`src/rtl/contador_pkg.sv`:
```
// Shared constants for the multichannel up/down counter.
// Holds the error FSM encoding and the fault type codes.
package contador_pkg;

    localparam logic [0:0] ACTIVO = 1'b0;
    localparam logic [0:0] ERROR  = 1'b1;

    localparam logic OVF = 1'b0;
    localparam logic UDF = 1'b1;

endpackage

```
`src/rtl/contador_canal.sv`:
```
// One up/down counter channel with wrap or saturate behaviour.
// Flags a fault on the cycle a push hits max or a pop hits zero.
module contador_canal
    import contador_pkg::*;
#(
    parameter int ANCHO    = 6,
    parameter bit MODO_SAT = 1'b0
) (
    input  logic             clk,
    input  logic             reset_L,
    input  logic             push,
    input  logic             pop,
    input  logic             clear,
    output logic [ANCHO-1:0] cnt,
    output logic             fault,
    output logic             fault_tipo
);

    localparam logic [ANCHO-1:0] MAXV = '1;

    logic [ANCHO-1:0] cnt_q;
    logic [ANCHO-1:0] cnt_d;

    // clear suppresses push/pop, so it also suppresses faults
    always_comb begin
        cnt_d      = cnt_q;
        fault      = 1'b0;
        fault_tipo = OVF;
        if (clear) begin
            cnt_d = '0;
        end else if (push && !pop) begin
            if (cnt_q == MAXV) begin
                fault      = 1'b1;
                fault_tipo = OVF;
                cnt_d      = MODO_SAT ? MAXV : '0;
            end else begin
                cnt_d = cnt_q + 1'b1;
            end
        end else if (pop && !push) begin
            if (cnt_q == '0) begin
                fault      = 1'b1;
                fault_tipo = UDF;
                cnt_d      = MODO_SAT ? '0 : MAXV;
            end else begin
                cnt_d = cnt_q - 1'b1;
            end
        end
    end

    always_ff @(posedge clk or negedge reset_L) begin
        if (!reset_L) begin
            cnt_q <= '0;
        end else begin
            cnt_q <= cnt_d;
        end
    end

    assign cnt = cnt_q;

endmodule

```
`src/rtl/contador_multicanal.sv`:
```
// Multichannel occupancy counter with readout port and sticky error FSM.
// Define CONTADOR_TOTAL_EN to add the registered sum output 'total'.
module contador_multicanal
    import contador_pkg::*;
#(
    parameter  int CANALES  = 4,
    parameter  int ANCHO    = 6,
    parameter  bit MODO_SAT = 1'b0,
    localparam int IDX_W    = $clog2(CANALES)
) (
    input  logic               clk,
    input  logic               reset_L,
    input  logic [CANALES-1:0] push,
    input  logic [CANALES-1:0] pop,
    input  logic               clear,
    input  logic               req,
    input  logic [IDX_W-1:0]   idx,
    input  logic               clr_err,
    output logic [ANCHO-1:0]   cuenta,
    output logic               valid,
    output logic               error,
    output logic [IDX_W-1:0]   err_canal,
    output logic               err_tipo
`ifdef CONTADOR_TOTAL_EN
    ,
    output logic [ANCHO+IDX_W-1:0] total
`endif
);

    logic [ANCHO-1:0]   cnt_w [CANALES];
    logic [CANALES-1:0] fault_w;
    logic [CANALES-1:0] tipo_w;

    for (genvar g = 0; g < CANALES; g++) begin : g_canal
        contador_canal #(
            .ANCHO    (ANCHO),
            .MODO_SAT (MODO_SAT)
        ) u_canal (
            .clk        (clk),
            .reset_L    (reset_L),
            .push       (push[g]),
            .pop        (pop[g]),
            .clear      (clear),
            .cnt        (cnt_w[g]),
            .fault      (fault_w[g]),
            .fault_tipo (tipo_w[g])
        );
    end

    // Scan high to low so the lowest faulting channel wins
    logic             hit;
    logic [IDX_W-1:0] f_canal;
    logic             f_tipo;

    always_comb begin
        hit     = 1'b0;
        f_canal = '0;
        f_tipo  = OVF;
        for (int i = CANALES - 1; i >= 0; i--) begin
            if (fault_w[i]) begin
                hit     = 1'b1;
                f_canal = IDX_W'(i);
                f_tipo  = tipo_w[i];
            end
        end
    end

    logic [0:0]       estado_q;
    logic [0:0]       estado_d;
    logic [IDX_W-1:0] canal_q;
    logic [IDX_W-1:0] canal_d;
    logic             tipo_q;
    logic             tipo_d;

    always_comb begin
        estado_d = estado_q;
        canal_d  = canal_q;
        tipo_d   = tipo_q;
        unique case (estado_q)
            ACTIVO: begin
                if (hit) begin
                    estado_d = ERROR;
                    canal_d  = f_canal;
                    tipo_d   = f_tipo;
                end
            end
            ERROR: begin
                if (clr_err && hit) begin
                    canal_d = f_canal;
                    tipo_d  = f_tipo;
                end else if (clr_err) begin
                    estado_d = ACTIVO;
                    canal_d  = '0;
                    tipo_d   = OVF;
                end
            end
            default: estado_d = ACTIVO;
        endcase
    end

    always_ff @(posedge clk or negedge reset_L) begin
        if (!reset_L) begin
            estado_q <= ACTIVO;
            canal_q  <= '0;
            tipo_q   <= OVF;
        end else begin
            estado_q <= estado_d;
            canal_q  <= canal_d;
            tipo_q   <= tipo_d;
        end
    end

    assign error     = (estado_q == ERROR);
    assign err_canal = canal_q;
    assign err_tipo  = tipo_q;

    logic [ANCHO-1:0] lectura;
    logic [ANCHO-1:0] cuenta_q;
    logic [ANCHO-1:0] cuenta_d;
    logic             valid_q;

    always_comb begin
        lectura = '0;
        if ({1'b0, idx} < (IDX_W+1)'(CANALES)) begin
            lectura = cnt_w[idx];
        end
        cuenta_d = req ? lectura : cuenta_q;
    end

    always_ff @(posedge clk or negedge reset_L) begin
        if (!reset_L) begin
            cuenta_q <= '0;
            valid_q  <= 1'b0;
        end else begin
            cuenta_q <= cuenta_d;
            valid_q  <= req;
        end
    end

    assign cuenta = cuenta_q;
    assign valid  = valid_q;

`ifdef CONTADOR_TOTAL_EN
    logic [ANCHO+IDX_W-1:0] suma;
    logic [ANCHO+IDX_W-1:0] total_q;

    always_comb begin
        suma = '0;
        for (int i = 0; i < CANALES; i++) begin
            suma = suma + {{IDX_W{1'b0}}, cnt_w[i]};
        end
    end

    always_ff @(posedge clk or negedge reset_L) begin
        if (!reset_L) begin
            total_q <= '0;
        end else begin
            total_q <= clear ? '0 : suma;
        end
    end

    assign total = total_q;
`endif

endmodule

```
`config.mk`:
```
export PLATFORM = sky130hd
export DESIGN_NAME = contador_multicanal
export DESIGN_NICKNAME = d
export VERILOG_FILES = /design/src/rtl/contador_pkg.sv /design/src/rtl/contador_canal.sv /design/src/rtl/contador_multicanal.sv
export SDC_FILE = /design/constraint.sdc
export NUM_CORES = 1
export LEC_CHECK = 0
export ABC_AREA = 1
export CAP_MARGIN = 25
export CELL_PAD_IN_SITES_DETAIL_PLACEMENT = 1
export CELL_PAD_IN_SITES_GLOBAL_PLACEMENT = 1
export CORE_ASPECT_RATIO = 1.25
export CORE_MARGIN = 2
export CORE_UTILIZATION = 44
export DETAILED_ROUTE_END_ITERATION = 8
export PLACE_DENSITY = 0.93
export SLEW_MARGIN = 20
export SYNTH_ARGS = -nofsm -noshare
export SYNTH_HDL_FRONTEND = slang
export SYNTH_HIERARCHICAL = 1
export SYNTH_SLANG_ARGS = --single-unit
export TNS_END_PERCENT = 50
```
`constraint.sdc`:
```
create_clock -name clk -period 3.5 [get_ports clk]
set_input_delay 0.875 -clock clk [delete_from_list [all_inputs] [get_ports clk]]
set_output_delay 0.875 -clock clk [all_outputs]
set_load 0.02 [all_outputs]
```
==> results of run 1 <==
## routing by layer
layer | vias up | wire [um] | track usage (%) | part of all wire, %
met5 | - | 0 | 0 | 0
met4 | 0 | 69 | 4.32 | 0.81
met3 | 9 | 167 | 3.25 | 2.0
met2 | 47 | 4500 | 45.0 | 53
met1 | 1570 | 3780 | 28.2 | 44
li1 | 1566 | - | - | -
## registers in the layout, indices dropped and copies added (netlist names)
| signal | count |
|---|---|
| error | 1 |
| err_tipo | 1 |
| cuenta | 6 |
| g_canal.u_canal/cnt | 24 |
| valid | 1 |
| err_canal | 2 |
## cell usage in the layout (no fill, tap or decap)
| cell | count |
|---|---|
| nand2_1 | 174 |
| inv_1 | 88 |
| nand3_1 | 58 |
| nor2_1 | 36 |
| dfrtp_1 | 35 |
| o21ai_0 | 31 |
| clkdlybuf4s50_1 | 25 |
| ha_1 | 12 |
| a21oi_1 | 10 |
| nor2_4 | 8 |
| nand4_1 | 8 |
| xor2_1 | 8 |
| clkbuf_8 | 5 |
| nand2_2 | 4 |
| or2_0 | 4 |
| xnor2_1 | 4 |
| o211ai_1 | 4 |
| clkinv_2 | 3 |
| inv_2 | 1 |
| buf_4 | 1 |
## metrics by stage
stage	cell area (um^2)	setup slack, ps	power, W	std cells	util [%]
floorplan	3060	1500	0.00141	495	-
global placement	3340	751	0.00161	601	48.8
detailed placement	3340	620	0.00168	601	48.8
CTS	3420	830	0.00197	609	50.0
global route	3420	644	0.00215	609	50.0
finish	3420	845	0.00197	609	50.0
## logic make-up after synthesis
family,count (synthesis),synth area share (%)
and+or+nand+nor,292,41.4
DFF,35,28.6
buffers and inverters,99,14.0
xor gates and xnor gates,12,3.43
adders and majority gates,12,4.90
AOI/OAI and AO/OA,45,7.68
## final cells by class
type	count	area [um^2]	share of cell area, %
Clock buffer	5	68.8	2.01
Clock inverter	3	15.0	0.439
Inverter	89	334	9.76
Multi-Input combinational cell	361	1760	51.4
Sequential cell	35	876	25.6
Tap cell	90	113	3.29
Timing Repair Buffer	26	258	7.53
## worst max-delay path, cell delays in order
cell and delay (ps):
clkdlybuf4s50_1 830, inv_1 160, nand2_1 90, o21ai_0 190, nor2_1 260, nand2_1 110
nand2_1 130, nand3_1 90, o21ai_0 110
## worst paths after layout
kind | start | end | slack (ps) | cells past startpoint
worst max-delay path | clear | err_canal[1] | 840 | 9
min in group asynchronous | reset_L | g_canal[1].u_canal/cnt[5] | 1030 | 2
worst max register to register | g_canal[1].u_canal/cnt[0] | err_canal[1] | 1270 | 9
worst min-delay path | cuenta[5] | cuenta[5] | 480 | 2
worst min register to register | cuenta[5] | cuenta[5] | 480 | 2
max in group asynchronous | reset_L | g_canal[3].u_canal/cnt[0] | 2150 | 2
## power by group through the flow
stage | Sequential [W] | Clock, W | Combinational [W]
after global routing | 0.000788 | 0.000306 | 0.00105
after detailed placement | 0.000773 | 0 | 0.000907
after CTS | 0.000766 | 0.000289 | 0.000917
final | 0.000767 | 0.000281 | 0.000918
after global placement | 0.000765 | 0 | 0.000849
after floorplan | 0.000658 | 0 | 0.000755
==> impl_metrics.env, run 1 <==
export IMPL_setup_viol=0
export IMPL_ir_worst_vdd_uv=354
export IMPL_finalCriticalPeriod_ps=2660
export IMPL_h_tree_depth=2
export IMPL_hold_violations=0
export IMPL_p_leak_nw=1.86
export IMPL_cap_violations=0
export IMPL_io_buffers=25
export IMPL_core_area_um2=6850
export IMPL_max_clock_path_buffers=2
export IMPL_dieArea_um2=7650
export IMPL_drv_slew=0
export IMPL_place_congestion=0.877
export IMPL_synthToLayoutAreaGrowth_pct=11.8
export IMPL_grt_max_degree=36
export IMPL_crit_type="in2reg"
export IMPL_synth_area_per_cell_um2=6.19
export IMPL_status="finished, final reports clean"
export IMPL_clock_sinks=35
export IMPL_final_nets=545
export IMPL_n_fill_cell=976
export IMPL_die_y_um=97.3
export IMPL_async_flop_share_pct=100
export IMPL_max_freq_mhz=377
export IMPL_postSynthRegisterBits=35
export IMPL_post_cts_resized=0
export IMPL_clk_pin_slew_ps=70
export IMPL_clkPwrFrac_pct=14.3
export IMPL_period_share_pct=75.9
export IMPL_grt_use_total_pct=23.7
export IMPL_power_switching_w=0.000948
export IMPL_drive_gt1_share_pct=4.24
export IMPL_drt_first_pass_iters=4
export IMPL_cts_root_buf="clkbuf_8"
export IMPL_final_setup_tns_ps=0
export IMPL_p_per_area_nw_per_um2=574
export IMPL_antenna_left=0
export IMPL_initial_core_util_pct=44.7
export IMPL_tritoncts="built"
export IMPL_synthCells=495
export IMPL_synth_area_leaders="dfrtp_1, nand2_1, inv_1"
export IMPL_grt_pass1_vias=3336
export IMPL_io_pins=26
export IMPL_fp_dieW_um=78.6
export IMPL_synthFlopType="dfrtp_1"
export IMPL_synth_edf_count=0
export IMPL_detailed_place_hpwl_um=6640
export IMPL_cts_setup_buffers=0
export IMPL_synthDominantCellAreaShare_pct=28.6
export IMPL_maxSlewHeadroom_pct=62.2
export IMPL_worst_pin_slew_ps=566
export IMPL_avgViaCountPerCell=5.24
export IMPL_arrival_ps=2850
export IMPL_hold_ws_ps=479
export IMPL_endpoint_kind="flip-flop"
export IMPL_routed_wl_um=8530
export IMPL_ys_seq_area_share_pct=28.6
export IMPL_vias=3192
export IMPL_finalClockSkew_ps=6.09
export IMPL_yosysMostFrequentCell="nand2_1"
export IMPL_drt_iter0_markers=172
export IMPL_synthTopCellsByCount="nand2_1, inv_1, nand3_1"
export IMPL_rsz0062_at_grt="no"
export IMPL_syn_nets=522
export IMPL_gr_total_overflow=0
export IMPL_pwr_share_seq_pct=39.0
export IMPL_grt_pass1_wl_um=14900
export IMPL_cp_required_ps=3690
export IMPL_start_kind="input pin"
export IMPL_rows=34
export IMPL_hp_class="reg2reg"
export IMPL_post_route_drc_count=0
export IMPL_cp_max_fo=16
export IMPL_yosysUniqueCellTypes=18
export IMPL_cts_inserted_buffers=5
export IMPL_p_comb_share_pct=46.7
export IMPL_clkLatencyLatePin_ps=290
export IMPL_syn_area_um2=3060
export IMPL_yosysWarnings=6
export IMPL_sw_frac_of_total_pct=48.2
export IMPL_p_int_w=0.00102
export IMPL_synth_top_cell_by_area="dfrtp_1"
export IMPL_cts_hold_buf=0
export IMPL_antenna_found_initial=0
export IMPL_avgRoutedWirePerCell_um=14.0
export IMPL_diodes=0
Note: power is estimated with default switching activity, not from simulation.
==> run 2: changes to the inputs <==
--- a/config.mk
+++ b/config.mk
@@ -11,9 +11,9 @@
 export CELL_PAD_IN_SITES_GLOBAL_PLACEMENT = 1
 export CORE_ASPECT_RATIO = 1.25
 export CORE_MARGIN = 2
-export CORE_UTILIZATION = 44
+export CORE_UTILIZATION = 41
 export DETAILED_ROUTE_END_ITERATION = 8
-export PLACE_DENSITY = 0.93
+export PLACE_DENSITY = 0.88
 export SLEW_MARGIN = 20
 export SYNTH_ARGS = -nofsm -noshare
 export SYNTH_HDL_FRONTEND = slang
==> constraint.sdc (replaced) <==
create_clock -name clk -period 2.75 [get_ports clk]
set_input_delay 0.6875 -clock clk [delete_from_list [all_inputs] [get_ports clk]]
set_output_delay 0.6875 -clock clk [all_outputs]
set_load 0.02 [all_outputs]
==> run 2 against run 1 <==
  * Sequential share of layout area down 0.19 points
  * Critical endpoint is now err_canal[0]
  * Clock-buffer cell count up 1
  * Sequential power up 25%
  * Combinational power up 26%
  * Sequential cell count unchanged
  * Clock skew down 3.2 ps
==> impl_metrics.env, run 2 (synthesized netlist as in run 1, its figures left out) <==
export IMPL_cts_hold_buf=0
export IMPL_post_cts_resized=0
export IMPL_stdcell_count=612
export IMPL_largest_register_ffs=24
export IMPL_cts_setup_buffers=0
export IMPL_vias=3117
export IMPL_arrival_ps=2470
export IMPL_die_y_um=101
export IMPL_routed_wl_um=8460
export IMPL_post_route_drc_count=0
export IMPL_cap_violations=0
export IMPL_place_congestion=0.889
export IMPL_clock_sinks=35
export IMPL_most_common_layout_cells="nand2_1, inv_1, nand3_1, nor2_1, dfrtp_1"
export IMPL_gr_total_overflow=0
export IMPL_grt_pass1_vias=3272
export IMPL_cp_required_ps=2910
export IMPL_initial_core_util_pct=41.9
export IMPL_p_per_area_nw_per_um2=733
export IMPL_crit_type="in2reg"
export IMPL_clk_pin_slew_ps=80
export IMPL_hold_violations=0
export IMPL_antenna_found_initial=0
export IMPL_final_setup_tns_ps=0
export IMPL_drt_first_pass_iters=4
export IMPL_grt_util_met2_pct=41.0
export IMPL_antenna_left=0
export IMPL_postLayoutCellArea_um2=3450
export IMPL_finalClockSkew_ps=2.91
export IMPL_max_clock_path_buffers=2
export IMPL_maxSlewHeadroom_pct=64.9
export IMPL_final_common_cell="nand2_1"
export IMPL_grt_use_total_pct=21.5
export IMPL_finalCriticalPeriod_ps=2300
export IMPL_use_met1_pct=25.1
export IMPL_rrSetupSlack_ps=600
export IMPL_dieArea_um2=8180
export IMPL_diodes=0
export IMPL_fp_dieW_um=81.3
export IMPL_io_pins=26
export IMPL_cp_max_fo=6
export IMPL_h_tree_depth=2
export IMPL_worst_pin_slew_ps=522
export IMPL_final_util_pct=47.2
export IMPL_cts_root_buf="clkbuf_8"
export IMPL_dp_cells=604
export IMPL_io_buffers=25
export IMPL_avgViaCountPerCell=5.09
export IMPL_cts_inserted_buffers=5
export IMPL_tritoncts="built"
export IMPL_status="finished, final reports clean"
export IMPL_setup_viol=0
export IMPL_p_leak_nw=1.87
export IMPL_pre_cts_ws_ps=150
export IMPL_grt_busiest_layer="met2"
export IMPL_clkLatencyLatePin_ps=290
export IMPL_synthToLayoutAreaGrowth_pct=12.6
export IMPL_avgRoutedWirePerCell_um=13.8
export IMPL_endpoint_kind="flip-flop"
export IMPL_hp_class="reg2reg"
export IMPL_finalWorstSetupSlack_ps=445
export IMPL_final_nets=546
export IMPL_rsz0062_at_grt="no"
export IMPL_drt_iter0_markers=79
export IMPL_postPlaceCellArea_um2=3350
export IMPL_ir_worst_vdd_uv=349
export IMPL_drv_slew=0
export IMPL_grt_util_met3_pct=3.58
export IMPL_core_area_um2=7310
export IMPL_period_share_pct=83.8
export IMPL_rows=35
export IMPL_grt_max_degree=36
export IMPL_max_freq_mhz=434
export IMPL_drive_gt1_share_pct=4.42
export IMPL_detailed_place_hpwl_um=6510
export IMPL_start_kind="input pin"
export IMPL_grt_pass1_wl_um=14300
[run 2: routing by layer]
layer | vias to the layer above | wire length [um]
met1 | 1488 | 3720
li1 | 1577 | -
met2 | 42 | 4450
met3 | 10 | 218
met4 | 0 | 77
met5 | - | 0
[run 2: through the flow]
step | power (W) | hold WS, ps
after detailed placement | 0.00212 | 466
after floorplan | 0.00180 | 392
after global routing | 0.00275 | 517
final | 0.00253 | 481
after global placement | 0.00205 | 465
after CTS | 0.00254 | 487
[run 2: area by class of cell]
class | count | area [um^2]
Clock inverter | 2 | 16.3
Timing Repair Buffer | 27 | 265
Inverter | 89 | 334
Clock buffer | 6 | 82.6
Sequential cell | 35 | 876
Tap cell | 92 | 115
Multi-Input combinational cell | 361 | 1760
Fill cell | 1021 | 3860
[run 2: power breakdown]
group          switching [W]  internal [W]
Sequential          0.000311      0.000651
Clock               0.000202      0.000205
Combinational       0.000688      0.000471
[run 2: final timing paths]
| path | startpoint | end | cells after the start |
|---|---|---|---|
| setup / recovery | push[1] | err_canal[0] | 12 |
| hold / removal | cuenta[1] | cuenta[1] | 2 |
| setup reg to reg | g_canal[1].u_canal/cnt[0] | err_canal[0] | 9 |
| hold reg to reg | cuenta[1] | cuenta[1] | 2 |
| max in group asynchronous | reset_L | g_canal[2].u_canal/cnt[3] | 2 |
| min in group asynchronous | reset_L | g_canal[1].u_canal/cnt[3] | 2 |
[run 2: critical path, stage by stage]
cell and delay (ps):
clkdlybuf4s50_1 480, nand2_1 110, inv_1 160, nand2_1 80, nor2_1 160, nand2_1 60
o21ai_0 210, nor2_1 140, nand2_1 120, nand2_1 110, nand3_1 80, o21ai_0 90
==> run 3: changes to the inputs <==
--- a/config.mk
+++ b/config.mk
@@ -11,9 +11,9 @@
 export CELL_PAD_IN_SITES_GLOBAL_PLACEMENT = 1
 export CORE_ASPECT_RATIO = 1.25
 export CORE_MARGIN = 2
-export CORE_UTILIZATION = 41
+export CORE_UTILIZATION = 37
 export DETAILED_ROUTE_END_ITERATION = 8
-export PLACE_DENSITY = 0.88
+export PLACE_DENSITY = 0.85
 export SLEW_MARGIN = 20
 export SYNTH_ARGS = -nofsm -noshare
 export SYNTH_HDL_FRONTEND = slang
==> constraint.sdc (replaced) <==
create_clock -name clk -period 1.9 [get_ports clk]
set_input_delay 0.475 -clock clk [delete_from_list [all_inputs] [get_ports clk]]
set_output_delay 0.475 -clock clk [all_outputs]
set_load 0.02 [all_outputs]
==> run 3 against run 2 <==
  * Sequential power rose by 29%
  * Largest power group unchanged
  * Total power grew 64%
  * Die area rose by 10%
  * Clock-buffer cell count stayed put
  * Core utilization grew 1.6 points
  * Largest cell class unchanged
==> impl_metrics.env, run 3 (synthesized netlist as in run 1, its figures left out) <==
export IMPL_finalCriticalPeriod_ps=1770
export IMPL_grt_use_total_pct=21.9
export IMPL_crit_end="err_tipo"
export IMPL_ir_worst_vdd_uv=642
export IMPL_crit_type="in2reg"
export IMPL_place_congestion=0.848
export IMPL_worst_pin_slew_ps=474
export IMPL_grt_pass1_vias=3629
export IMPL_postLayoutCellArea_um2=3970
export IMPL_final_nets=602
export IMPL_cts_inserted_buffers=5
export IMPL_cap_violations=0
export IMPL_arrival_ps=1950
export IMPL_maxSlewHeadroom_pct=68.4
export IMPL_critical_path_max_stage_delay_ps=480
export IMPL_clk_pin_slew_ps=70
export IMPL_post_route_drc_count=0
export IMPL_initial_core_util_pct=37.6
export IMPL_final_util_pct=48.7
export IMPL_detailed_place_hpwl_um=7440
export IMPL_n_fill_cell=1122
export IMPL_regToRegEndpoint="err_tipo"
export IMPL_max_clock_path_buffers=2
export IMPL_avgRoutedWirePerCell_um=14.2
export IMPL_avgViaCountPerCell=5.02
export IMPL_io_buffers=25
export IMPL_cp_required_ps=2080
export IMPL_routed_wl_um=9580
export IMPL_cp_max_fo=2
export IMPL_io_pins=26
export IMPL_most_common_layout_cells="nand2_1, inv_1, nand3_1, buf_4, dfrtp_1"
export IMPL_clkLatencyLatePin_ps=290
export IMPL_postPlaceCellArea_um2=3760
export IMPL_rrSetupSlack_ps=130
export IMPL_finalClockSkew_ps=9.99
export IMPL_status="finished, final reports clean"
export IMPL_drt_iter0_markers=91
export IMPL_path_cells="clkdlybuf4s50_1 -> nand2_1 -> inv_1 -> nand2_1 -> nor2_2 -> nand2_1 -> o21ai_2 -> buf_4 -> inv_1 -> nor2_1 -> nor2_1 -> nand2_1 -> nand2_1"
export IMPL_largest_register_ffs=24
export IMPL_h_tree_depth=2
export IMPL_p_leak_nw=2.15
export IMPL_cpMaxStageDelayCell="clkdlybuf4s50_1"
export IMPL_rsz0062_at_grt="yes"
export IMPL_start_kind="input pin"
export IMPL_clock_sinks=35
export IMPL_endpoint_kind="flip-flop"
export IMPL_max_freq_mhz=565
export IMPL_crit_start="push[0]"
export IMPL_setup_viol=0
export IMPL_tritoncts="built"
export IMPL_dieArea_um2=9030
export IMPL_critical_path_buf_inv_count=4
export IMPL_hold_violations=0
export IMPL_dp_cells=661
export IMPL_diodes=0
export IMPL_core_area_um2=8150
export IMPL_hold_ws_ps=489
export IMPL_crit_family="buffers and inverters"
export IMPL_drt_first_pass_iters=4
export IMPL_fp_dieW_um=85.4
export IMPL_rows=37
export IMPL_ff2ff_path_depth=13
export IMPL_antenna_found_initial=0
export IMPL_grt_max_degree=36
export IMPL_cts_root_buf="clkbuf_8"
export IMPL_drive_gt1_share_pct=16.7
export IMPL_gr_total_overflow=0
export IMPL_cts_hold_buf=0
export IMPL_hp_class="reg2reg"
export IMPL_synthToLayoutAreaGrowth_pct=29.6
export IMPL_period_share_pct=93.2
export IMPL_drv_slew=0
export IMPL_path_depth=13
export IMPL_antenna_left=0
export IMPL_stdcell_count=673
export IMPL_vias=3378
export IMPL_die_y_um=106
export IMPL_p_per_area_nw_per_um2=1040
export IMPL_final_common_cell="nand2_1"
export IMPL_grt_pass1_wl_um=16200
export IMPL_rr_startpoint="g_canal[0].u_canal/cnt[1]"
export IMPL_cpMostUsedCell="nand2_1"
## run 3: how the worst min path moves through the flow
stage | from | endpoint | slack [ps] | depth (start not counted)
2_1_floorplan | reset_L | cuenta[0] | 180 | 0
3_3_place_gp | cuenta[4] | cuenta[4] | 460 | 2
3_5_place_dp | cuenta[0] | cuenta[0] | 470 | 2
4_1_cts | cuenta[0] | cuenta[0] | 490 | 2
5_1_grt | cuenta[5] | cuenta[5] | 520 | 2
6_report | cuenta[3] | cuenta[3] | 490 | 2
## run 3: repair_timing
item / in CTS / in global routing
pin swaps: 0 / 3
endpoints found under the hold margin: 0 / 0
setup endpoints to repair: 3 / 3
buffers inserted: 0 / 4
gates resized for setup: 9 / 15
## run 3: power breakdown
part	internal, W	switching (W)
logic	0.000927	0.00126
clock network	0.000425	0.000285
registers	0.000948	0.000297
total	0.00230	0.00184
## run 3: worst register-to-register path: cells and delay by family, from the launching register on
family          cells  cell delay (ps)
simple gates        8              670
flops               1              390
buf+inv             3              280
fa+ha+maj           1              210
compound gates      1              110
## run 3: metal layers
metal	track usage, %	part of all wire [%]	vias up
li1	-	-	1686
met1	25.2	41	1629
met2	41.7	55	47
met3	3.52	2.4	16
met4	4.88	1.2	0
met5	0	0	-
## run 3: layout make-up
type                       count  area [um^2]  area share (%)
clock buffer                   6         82.6            2.08
tap                           97          121            3.06
timing repair buffer          83          698            17.6
clock inverter                 2         35.0           0.883
sequential                    35          878            22.1
multi-input combinational    361         1820            45.8
inverter                      89          334            8.42
## run 3: metrics by stage
| stage | setup TNS, ps | setup WS, ps | total power, W |
|---|---|---|---|
| floorplan | 0 | 222 | 0.00260 |
| global placement | -903 | -238 | 0.00323 |
| detailed placement | -1540 | -363 | 0.00335 |
| CTS | 0 | 13.3 | 0.00409 |
| global route | -27.8 | -24.9 | 0.00450 |
| finish | 0 | 129 | 0.00414 |
